$ cat src/rtl/ex_mem_flag_stage.sv
// EX/MEM pipeline register behind the saturating ALU: latches result and controls,
// owns the committed N/Z/V flags and resolves conditional branches against them.
module ex_mem_flag_stage #(
    parameter int DW = 16,
    parameter int RW = 4
) (
    input  logic          clk,
    input  logic          rst,
    input  logic          stall,
    input  logic          flush,
    input  logic          ex_valid,
    input  logic [DW-1:0] ex_dst,
    input  logic          ex_N,
    input  logic          ex_Z,
    input  logic          ex_V,
    input  logic          ex_flag_we,
    input  logic          ex_is_branch,
    input  logic [2:0]    ex_cond,
    input  logic [DW-1:0] ex_target,
    input  logic [RW-1:0] ex_rd,
    input  logic          ex_reg_we,
    input  logic          ex_mem_re,
    input  logic          ex_mem_we,
    input  logic [DW-1:0] ex_store_data,
    output logic [2:0]    flags,
    output logic          branch_taken,
    output logic [DW-1:0] branch_pc,
    output logic          mem_valid,
    output logic          mem_reg_we,
    output logic          mem_mem_re,
    output logic          mem_mem_we,
    output logic [DW-1:0] mem_result,
    output logic [RW-1:0] mem_rd,
    output logic [DW-1:0] mem_store_data
);

    typedef enum logic [2:0] {
        COND_NEQ    = 3'd0,
        COND_EQ     = 3'd1,
        COND_GT     = 3'd2,
        COND_LT     = 3'd3,
        COND_GTE    = 3'd4,
        COND_LTE    = 3'd5,
        COND_OVFL   = 3'd6,
        COND_UNCOND = 3'd7
    } cond_e;

    typedef struct packed {
        logic          valid;
        logic          reg_we;
        logic          mem_re;
        logic          mem_we;
        logic [DW-1:0] result;
        logic [RW-1:0] rd;
        logic [DW-1:0] store_data;
    } mem_stage_t;

    mem_stage_t mem_q, mem_d;
    logic [2:0] flags_q, flags_d;
    logic       flag_n, flag_z, flag_v;
    logic       cond_true;

    assign {flag_n, flag_z, flag_v} = flags_q;

    // Branches see only committed flags; a same-cycle flag write is deliberately not bypassed.
    always_comb begin
        // NOTE: default first so no path through the case leaves cond_true unassigned (no latch).
        cond_true = 1'b0;
        unique case (cond_e'(ex_cond))
            COND_NEQ:    cond_true = ~flag_z;
            COND_EQ:     cond_true = flag_z;
            COND_GT:     cond_true = ~flag_z & ~flag_n;
            COND_LT:     cond_true = flag_n;
            COND_GTE:    cond_true = flag_z | ~flag_n;
            COND_LTE:    cond_true = flag_n | flag_z;
            COND_OVFL:   cond_true = flag_v;
            COND_UNCOND: cond_true = 1'b1;
        endcase
    end

    assign branch_taken = ex_valid & ex_is_branch & ~stall & ~flush & cond_true;
    assign branch_pc    = ex_target;

    always_comb begin
        mem_d   = mem_q;
        flags_d = flags_q;
        if (!stall) begin
            if (flush) begin
                // Bubble: kill controls only, data fields are don't-care and simply held.
                mem_d.valid  = 1'b0;
                mem_d.reg_we = 1'b0;
                mem_d.mem_re = 1'b0;
                mem_d.mem_we = 1'b0;
            end else begin
                mem_d.valid      = ex_valid;
                mem_d.reg_we     = ex_reg_we & ex_valid;
                mem_d.mem_re     = ex_mem_re & ex_valid;
                mem_d.mem_we     = ex_mem_we & ex_valid;
                mem_d.result     = ex_dst;
                mem_d.rd         = ex_rd;
                mem_d.store_data = ex_store_data;
                if (ex_valid && ex_flag_we) begin
                    flags_d = {ex_N, ex_Z, ex_V};
                end
            end
        end
    end

    always_ff @(posedge clk) begin
        // NOTE: sequential state uses non-blocking assignments so all registers update together.
        if (rst) begin
            mem_q   <= '0;
            flags_q <= 3'b000;
        end else begin
            mem_q   <= mem_d;
            flags_q <= flags_d;
        end
    end

    assign flags          = flags_q;
    assign mem_valid      = mem_q.valid;
    assign mem_reg_we     = mem_q.reg_we;
    assign mem_mem_re     = mem_q.mem_re;
    assign mem_mem_we     = mem_q.mem_we;
    assign mem_result     = mem_q.result;
    assign mem_rd         = mem_q.rd;
    assign mem_store_data = mem_q.store_data;

endmodule

$ cat config.mk
export PLATFORM = sky130hd
export DESIGN_NAME = ex_mem_flag_stage
export DESIGN_NICKNAME = d
export VERILOG_FILES = /design/src/rtl/ex_mem_flag_stage.sv
export SDC_FILE = /design/constraint.sdc
export NUM_CORES = 1
export LEC_CHECK = 0
export ABC_AREA = 1
export CORE_MARGIN = 1.5
export CORE_UTILIZATION = 34
export DETAILED_ROUTE_END_ITERATION = 8
export PLACE_DENSITY_LB_ADDON = 0.05
export SETUP_SLACK_MARGIN = 0.05
export SLEW_MARGIN = 20
export SYNTH_ARGS = -nofsm -noshare
export SYNTH_HDL_FRONTEND = slang
export SYNTH_SLANG_ARGS = --single-unit
$ cat constraint.sdc
create_clock -name clk -period 1.14 [get_ports clk]
set_input_delay 0.285 -clock clk [delete_from_list [all_inputs] [get_ports clk]]
set_output_delay 0.285 -clock clk [all_outputs]
set_load 0.02 [all_outputs]
# Word level (Yosys, flattened, before mapping)
# Index checks and enable logic that the tools add are counted.
# word_totals
register_bits	43
input_bits	68
word_cells	35
# op_classes
eq_ne	7
mux	2
bitwise	14
n_reduce_logical	4
# ops
operator	n
$eq A3 B3 Y1 const B	4
$and A1 B1 Y1	8
$pmux W1 S8	1
$eq A3 B2 Y1 const B	2
$mux W4	1
$not A1 Y1	4
$eq A3 B1 Y1 const B	1
$logic_not A3 Y1	1
$reduce_and A3 Y1	1
$or A1 B1 Y1	2
$reduce_and A2 Y1	1
$logic_and A1 B1 Y1	1

# Logic depth before layout (Yosys ltp)
# Gate-level depths: netlist of run 1.
# depth
depth_word	4
ltp_mapped	6

# Worst setup path before layout of run 1
# OpenSTA, ideal clock, no wires.
# synth_timing
path_kind	reg2out
startpoint	register flags_q[1], in the netlist flags[1]
endpoint	output port branch_taken
arrival_time_ns	1.095
required_ns	0.855
setup_slack_ns	-0.240
path_stages_with_launch	7
path_buffers	0
cell_sequence	dfxtp_1 -> inv_1 -> nor2_1 -> nor2_1 -> nand2_1 -> nand2_1 -> a21oi_1
# synth_between
elab_chain_cells	4
elab_cells_between_ends	6
# synth_rtl
element	line	source
start, declared	59	logic [2:0] flags_q, flags_d;
start signal, assigned	116	flags_q <= flags_d;
$not A1 Y1	70, 72	
$and A1 B1 Y1	72	COND_GT: cond_true = ~flag_z & ~flag_n;
$pmux W1 S8 *	69	unique case (cond_e'(ex_cond))
$and A1 B1 Y1 *	81	assign branch_taken = ex_valid & ex_is_branch & ~stall & ~flush & cond_true;
end, declared	26	output logic branch_taken,
# Mark *: on every way between the ends. The rest lies on a longest branch, timed or not.

# Worst setup path in the final report of run 1
# layout_timing
startpoint	register flags_q[2], in the netlist flags[2]
endpoint	output port branch_taken
# layout_between
elab_chain_cells	4
elab_cells_between_ends	6
# layout_rtl
element	line
$not A1 Y1	72, 74
$or A1 B1 Y1 / $and A1 B1 Y1 (equally long branches)	74, 72
$pmux W1 S8 *	69
$and A1 B1 Y1 *	81
# Marked as above.

==> results of run 1 <==
-- power by group through the flow --
stage | combinational (mW) | clock (mW) | sequential, mW
floorplan | 0.261 | 0 | 1.78
global placement | 0.715 | 0 | 1.67
detailed placement | 0.716 | 0 | 1.67
CTS | 0.674 | 1.20 | 1.63
global route | 0.789 | 1.25 | 1.65
finish | 0.733 | 1.15 | 1.64
-- through the flow --
| stage | hold slack, ps | area (um^2) | power (mW) | cells | setup slack [ps] |
|---|---|---|---|---|---|
| after global placement | 449 | 2700 | 2.38 | 372 | -995 |
| final | 381 | 2860 | 3.53 | 384 | -359 |
| after floorplan | 354 | 1750 | 2.04 | 226 | -10.8 |
| after detailed placement | 456 | 2700 | 2.39 | 372 | -1020 |
| after CTS | 470 | 2700 | 3.51 | 382 | -367 |
| after global routing | 377 | 2860 | 3.69 | 384 | -430 |
-- worst min-delay path by stage --
stage	start	endpoint	slack (ps)
2_1_floorplan	rst	mem_mem_re$_SDFFE_PP0N_	350
3_3_place_gp	mem_mem_we$_SDFFE_PP0N_	mem_mem_we$_SDFFE_PP0N_	450
3_5_place_dp	mem_mem_we$_SDFFE_PP0N_	mem_mem_we$_SDFFE_PP0N_	460
4_1_cts	mem_reg_we$_SDFFE_PP0N_	mem_reg_we$_SDFFE_PP0N_	470
5_1_grt	flush	mem_valid$_SDFFE_PP0N_	380
6_report	flush	mem_valid$_SDFFE_PP0N_	380
-- Yosys cell counts --
cell	n
buf_2	2
nand2_2	1
inv_1	4
nand3b_1	1
nand2_1	15
buf_6	4
o21ai_0	33
clkbuf_1	2
inv_2	3
o21ai_1	7
buf_4	19
nor2_2	2
dfxtp_1	43
nor2_1	85
a21oi_1	5
-- flip-flops by register name, indices dropped and copies added, names as in the netlist --
name and cells:
mem_reg_we 1, mem_valid 1, flags 3, mem_result 16
mem_mem_re 1, mem_store_data 16, mem_rd 4, mem_mem_we 1
-- logic make-up (layout without fill, tap and decap cells) --
kind of cell,after synthesis,in the layout,synth area share
buf+inv,34,125,0.135
flops,43,43,0.501
compound gates,45,45,0.131
simple gates,104,104,0.234
-- routing by layer --
metal,vias to the layer above,track usage
li1,874,-
met1,751,0.216
met2,55,0.292
met3,22,0.0528
met4,0,0.0782
met5,-,0
-- final cells by class --
cell class | instances | area (um^2) | area share
clock buffer | 5 | 68.8 | 0.0240
inverter | 7 | 33.8 | 0.0118
sequential | 43 | 887 | 0.310
timing repair buffer | 111 | 1070 | 0.375
clock inverter | 2 | 37.5 | 0.0131
tap | 67 | 83.8 | 0.0293
multi-input combinational | 149 | 678 | 0.237
-- worst min-delay path: stages --
cell	delay, ps
clkbuf_2	100
nor2_4	50
nand2_4	60
buf_4	90
a21oi_1	50
-- timing repair --
| item | CTS | global route |
|---|---|---|
| endpoints found under the setup margin | 83 | 66 |
| buffers inserted | 2 | 0 |
| cloned | 1 | 2 |
| pin swaps | 5 | 2 |
| gates resized for setup | 208 | 62 |
==> results.cfg, run 1 <==
[status]
status = finished with violations
violations = setup timing

[detailed_routing]
wl_met2_um = 2250
wire_per_inst_um = 12.8
antenna_left = 0
routed_wl_um = 4910
avgViaCountPerCell = 4.43
drt_iter0_markers = 90
firstDrtPassIters = 4
drcViolationCount = 0
routed.top_layer = met4
wl_met3_um = 379
m1WireLength_um = 2130
num_vias = 1702

[final_layout]
finalNetCount = 385
fin_util = 0.598
syn2layout_area_growth_pct = 66.4
antenna_cells = 0
layout_commonest_cell = nor2_1
post_route_cells_drive_above_1_share = 0.328
final_cell_mix = nor2_1 (79), clkdlybuf4s50_1 (45), buf_4 (44)
fill_cells = 475

[clock_network]
ctsHoldBuffers = 0
cts_buffer_depth = 2
clk_pin_slew_worst_paths_ps = 80
cts_root_buf = clkbuf_8
clk_latency_ps = 280
clock-sinks = 43
numCtsBuffers = 5
htreeDepth = 2
cts_tree = built

[sta]
report.final.hold_viol_count = 0
rsz0062_at_grt = yes
finClkSkew_ps = 0
slew_headroom = 0.895
worst_slack_ps = -359
drv_slew = 0
period_needed_ps = 1500
tightest_slew_ps = 155
tns_ps = -386
fmax_mhz = 667
report.final.setup_viol = 2
fin_crit_sh = 1.31

[logic_synthesis]
yosys_warnings = 0
ys_top_cells_by_area = dfxtp_1 (50%), nor2_1 (19%), o21ai_0 (9.6%), buf_4 (8.3%), nand2_1 (3.3%)
ys_seq_area_frac = 0.501
synth_top_area_share = 0.501
synth_cell_types = 15
yosys.area.top_type = dfxtp_1
synth_area_um2 = 1720
postSynthAreaPerCell_um2 = 7.61
syn_nets = 294
postSynthCellCount = 226
ys_ff_latch = 43

[worst_setup_path]
r2r_setup_slack_ps = 350
path_buf_inv = 2
cp_top_family = flip-flops
endpoint_kind = output pin
r2r-start = flags[1]$_SDFFE_PP0P_
worstPathRequired_ps = 850
startpoint = flags[2]$_SDFFE_PP0P_
cp_max_fo = 4
worstSetupPathType = reg -> out
slowest_delay_ps = 370
cp_slowest_cell = dfxtp_4
crit_path_cell_trace = inv_1 -> nor2_1 -> nor2_2 -> nor2_2 -> a21oi_4 -> buf_6
crit_top_cell = nor2_2
r2r_cells = 3
critical_path_depth = 6
endpoint = branch_taken
cp.arrival_ps = 1210
crit_path_start_kind = flop
reg2reg_to = flags[1]$_SDFFE_PP0P_

[place]
io_buffers = 95
dp_hpwl_um = 3180
gp_congestion = 0.775

[floorplanning]
die_y_um = 74.1
rows = 25
core-area_um2 = 4790
initial_utilization = 0.359
chipWidth_um = 74.1
io_pins = 128
die_area_um2 = 5490

[power]
power_density_nw_per_um2 = 1230
p_int_mw = 2.63
ir_drop_mv = 0.823
power_switching_mw = 0.899
pwr-share-comb = 0.208
power.leakage_nw = 1.30
seqPwrFrac = 0.465
clock_power_share = 0.327
swShare = 0.255

[worst_hold_path]
min_path_type = in -> reg
whs_path_depth = 5

[global_route]
grt_pass1_vias = 1607
grt_max_degree = 30
grt_use_total = 0.178
grt_pass1_wl_um = 7520
grt_overflow = 0
antenna_found_initial = 0

[flow_run]
drv_cap = 0
Power figures use the tool's default switching activity.
==> inputs of run 2 (changes only) <==
CAP_MARGIN = 20   (was unset)
==> results of run 2 <==
The final DEF is identical to that of run 1; final timing and power are the same.
==> inputs of run 3 (changes only) <==
clock period = 1.65 ns   (was 1.14 ns; I/O delays follow)
==> run 3 against run 2 <==
Compared with the run above:
- the flow now finishes without violations
- sequential power shrank 31%
- final area shrank 6.3%
- sequential cell count is the same
- global-route usage shrank 0.73 points
- worst hold slack gained 71 ps
- register-to-register slack gained 520 ps
- sequential share of layout area grew 1.1 points
- die area is the same
- clock-buffer cell count grew 1
- first-iteration DRC count shrank 61%
- combinational power shrank 41%
==> results.cfg, run 3 (synthesized netlist as in run 1, its figures left out) <==
[final_layout]
fin_util = 0.561
final_cell_mix = nor2_1 (83), clkdlybuf4s50_1 (45), dlygate4sd2_1 (43)
finalNetCount = 378
syn2layout_area_growth_pct = 56.0
post_route_cells_drive_above_1_share = 0.0965
antenna_cells = 0
layout_commonest_cell = nor2_1

[sta]
fmax_mhz = 619
slew_headroom = 0.756
rsz0062_at_grt = yes
worst_slack_ps = 35.0
drv_slew = 0
fin_crit_sh = 0.979
finClkSkew_ps = 0
period_needed_ps = 1620
tightest_slew_ps = 366
report.final.hold_viol_count = 0
report.final.setup_viol = 0

[detailed_routing]
drcViolationCount = 0
drt_iter0_markers = 35
routed_wl_um = 4510
num_vias = 1674
wire_per_inst_um = 11.9
avgViaCountPerCell = 4.43
firstDrtPassIters = 4
antenna_left = 0

[floorplanning]
rows = 25
core-area_um2 = 4790
die_area_um2 = 5490
io_pins = 128
chipWidth_um = 74.1
initial_utilization = 0.359
die_y_um = 74.1

[worst_hold_path]
min-delay-start = mem_mem_we$_SDFFE_PP0N_
min_path_type = reg -> reg
whs_path_depth = 2
min_to = mem_mem_we$_SDFFE_PP0N_

[global_route]
grt_overflow = 0
grt-busiest-layer = met2
grt_pass1_wl_um = 7330
grt_max_degree = 40
grt_pass1_vias = 1654
antenna_found_initial = 0
grt_use_total = 0.171
met3_usage = 0.0569
use_met1 = 0.196
grtUsageMet2 = 0.292

[clock_network]
numCtsBuffers = 5
ctsHoldBuffers = 0
cts_buffer_depth = 2
htreeDepth = 2
cts_tree = built
clk_pin_slew_worst_paths_ps = 80
clk_latency_ps = 290
clock-sinks = 43
post_cts_buffers = 0
cts_root_buf = clkbuf_8

[worst_setup_path]
endpoint_kind = output pin
worstSetupPathType = reg -> out
r2r_setup_slack_ps = 870
crit_path_start_kind = flop
worstPathRequired_ps = 1240
r2r_cells = 3
reg2reg_to = flags[1]$_SDFFE_PP0P_
r2r-start = flags[1]$_SDFFE_PP0P_
cp.arrival_ps = 1200
cp_max_fo = 4

[place]
dp_hpwl_um = 3050
io_buffers = 95
gp_congestion = 0.678
place_ws_ps = -750

[power]
ir_drop_mv = 0.496
power_density_nw_per_um2 = 824
power.leakage_nw = 1.33

[flow_run]
drv_cap = 0

[status]
status = complete, no violations
## run 3: changes by cell type in the layout (fill, tap and decap cells not counted), sizes merged
cell,previous run,this run
buf,58,10
bufbuf,1,0
bufinv,1,0
clkinv,0,1
dlygate4sd2,4,43
dlymetal6s2s,0,4
## run 3: stage by stage
stage / area [um^2] / power [mW] / hold WS, ps / setup TNS, ps / std cells
after floorplan: 1720 / 1.41 / 482 / 0 / 226
after global placement: 2650 / 1.63 / 449 / -12300 / 370
after detailed placement: 2650 / 1.64 / 451 / -11670 / 370
after CTS: 2670 / 2.24 / 459 / -155 / 378
after global routing: 2680 / 2.32 / 484 / -57.9 / 378
final: 2680 / 2.21 / 453 / 0 / 378
## run 3: power breakdown
part / switching [mW] / internal (mW)
logic: 0.218 / 0.216
clock network: 0.353 / 0.296
registers: 0.0275 / 1.10
total: 0.599 / 1.61
## run 3: worst max-delay path by stage
stage | start | endpoint | cells past startpoint
2_1_floorplan | stall | branch_taken | 6
3_3_place_gp | ex_cond[1] | branch_taken | 8
3_5_place_dp | ex_cond[1] | branch_taken | 8
4_1_cts | ex_cond[0] | branch_taken | 7
5_1_grt | flags[1]$_SDFFE_PP0P_ | branch_taken | 6
6_report | flags[1]$_SDFFE_PP0P_ | branch_taken | 7
## run 3: final cells by class
class                   count  area (um^2)
fillers                   490         2100
repair buffers            104          987
flip-flops and latches     43          862
multi-input cells         149          638
well taps                  67         83.8
clock buffers               6         72.6
inverters                   7         26.3
clock inverters             2         12.5
## run 3: per-layer routing
layer | vias up | share of wire
met4 | 0 | 0.018
met2 | 61 | 0.47
li1 | 859 | -
met3 | 16 | 0.084
met5 | - | 0
met1 | 738 | 0.42
## run 3: timing repair
action                                  4_1_cts  5_1_grt
resized for setup                            50       12
endpoints found under the setup margin       83       40
pin swaps                                     1        4
hold endpoints to repair                      0        0
## run 3: worst max-delay path: stages (launching register included)
cell	delay (ps)
dfxtp_2	370
inv_1	50
nor2_1	80
nor2_1	40
nand2_1	70
nand2_2	50
a21oi_2	100
buf_4	140
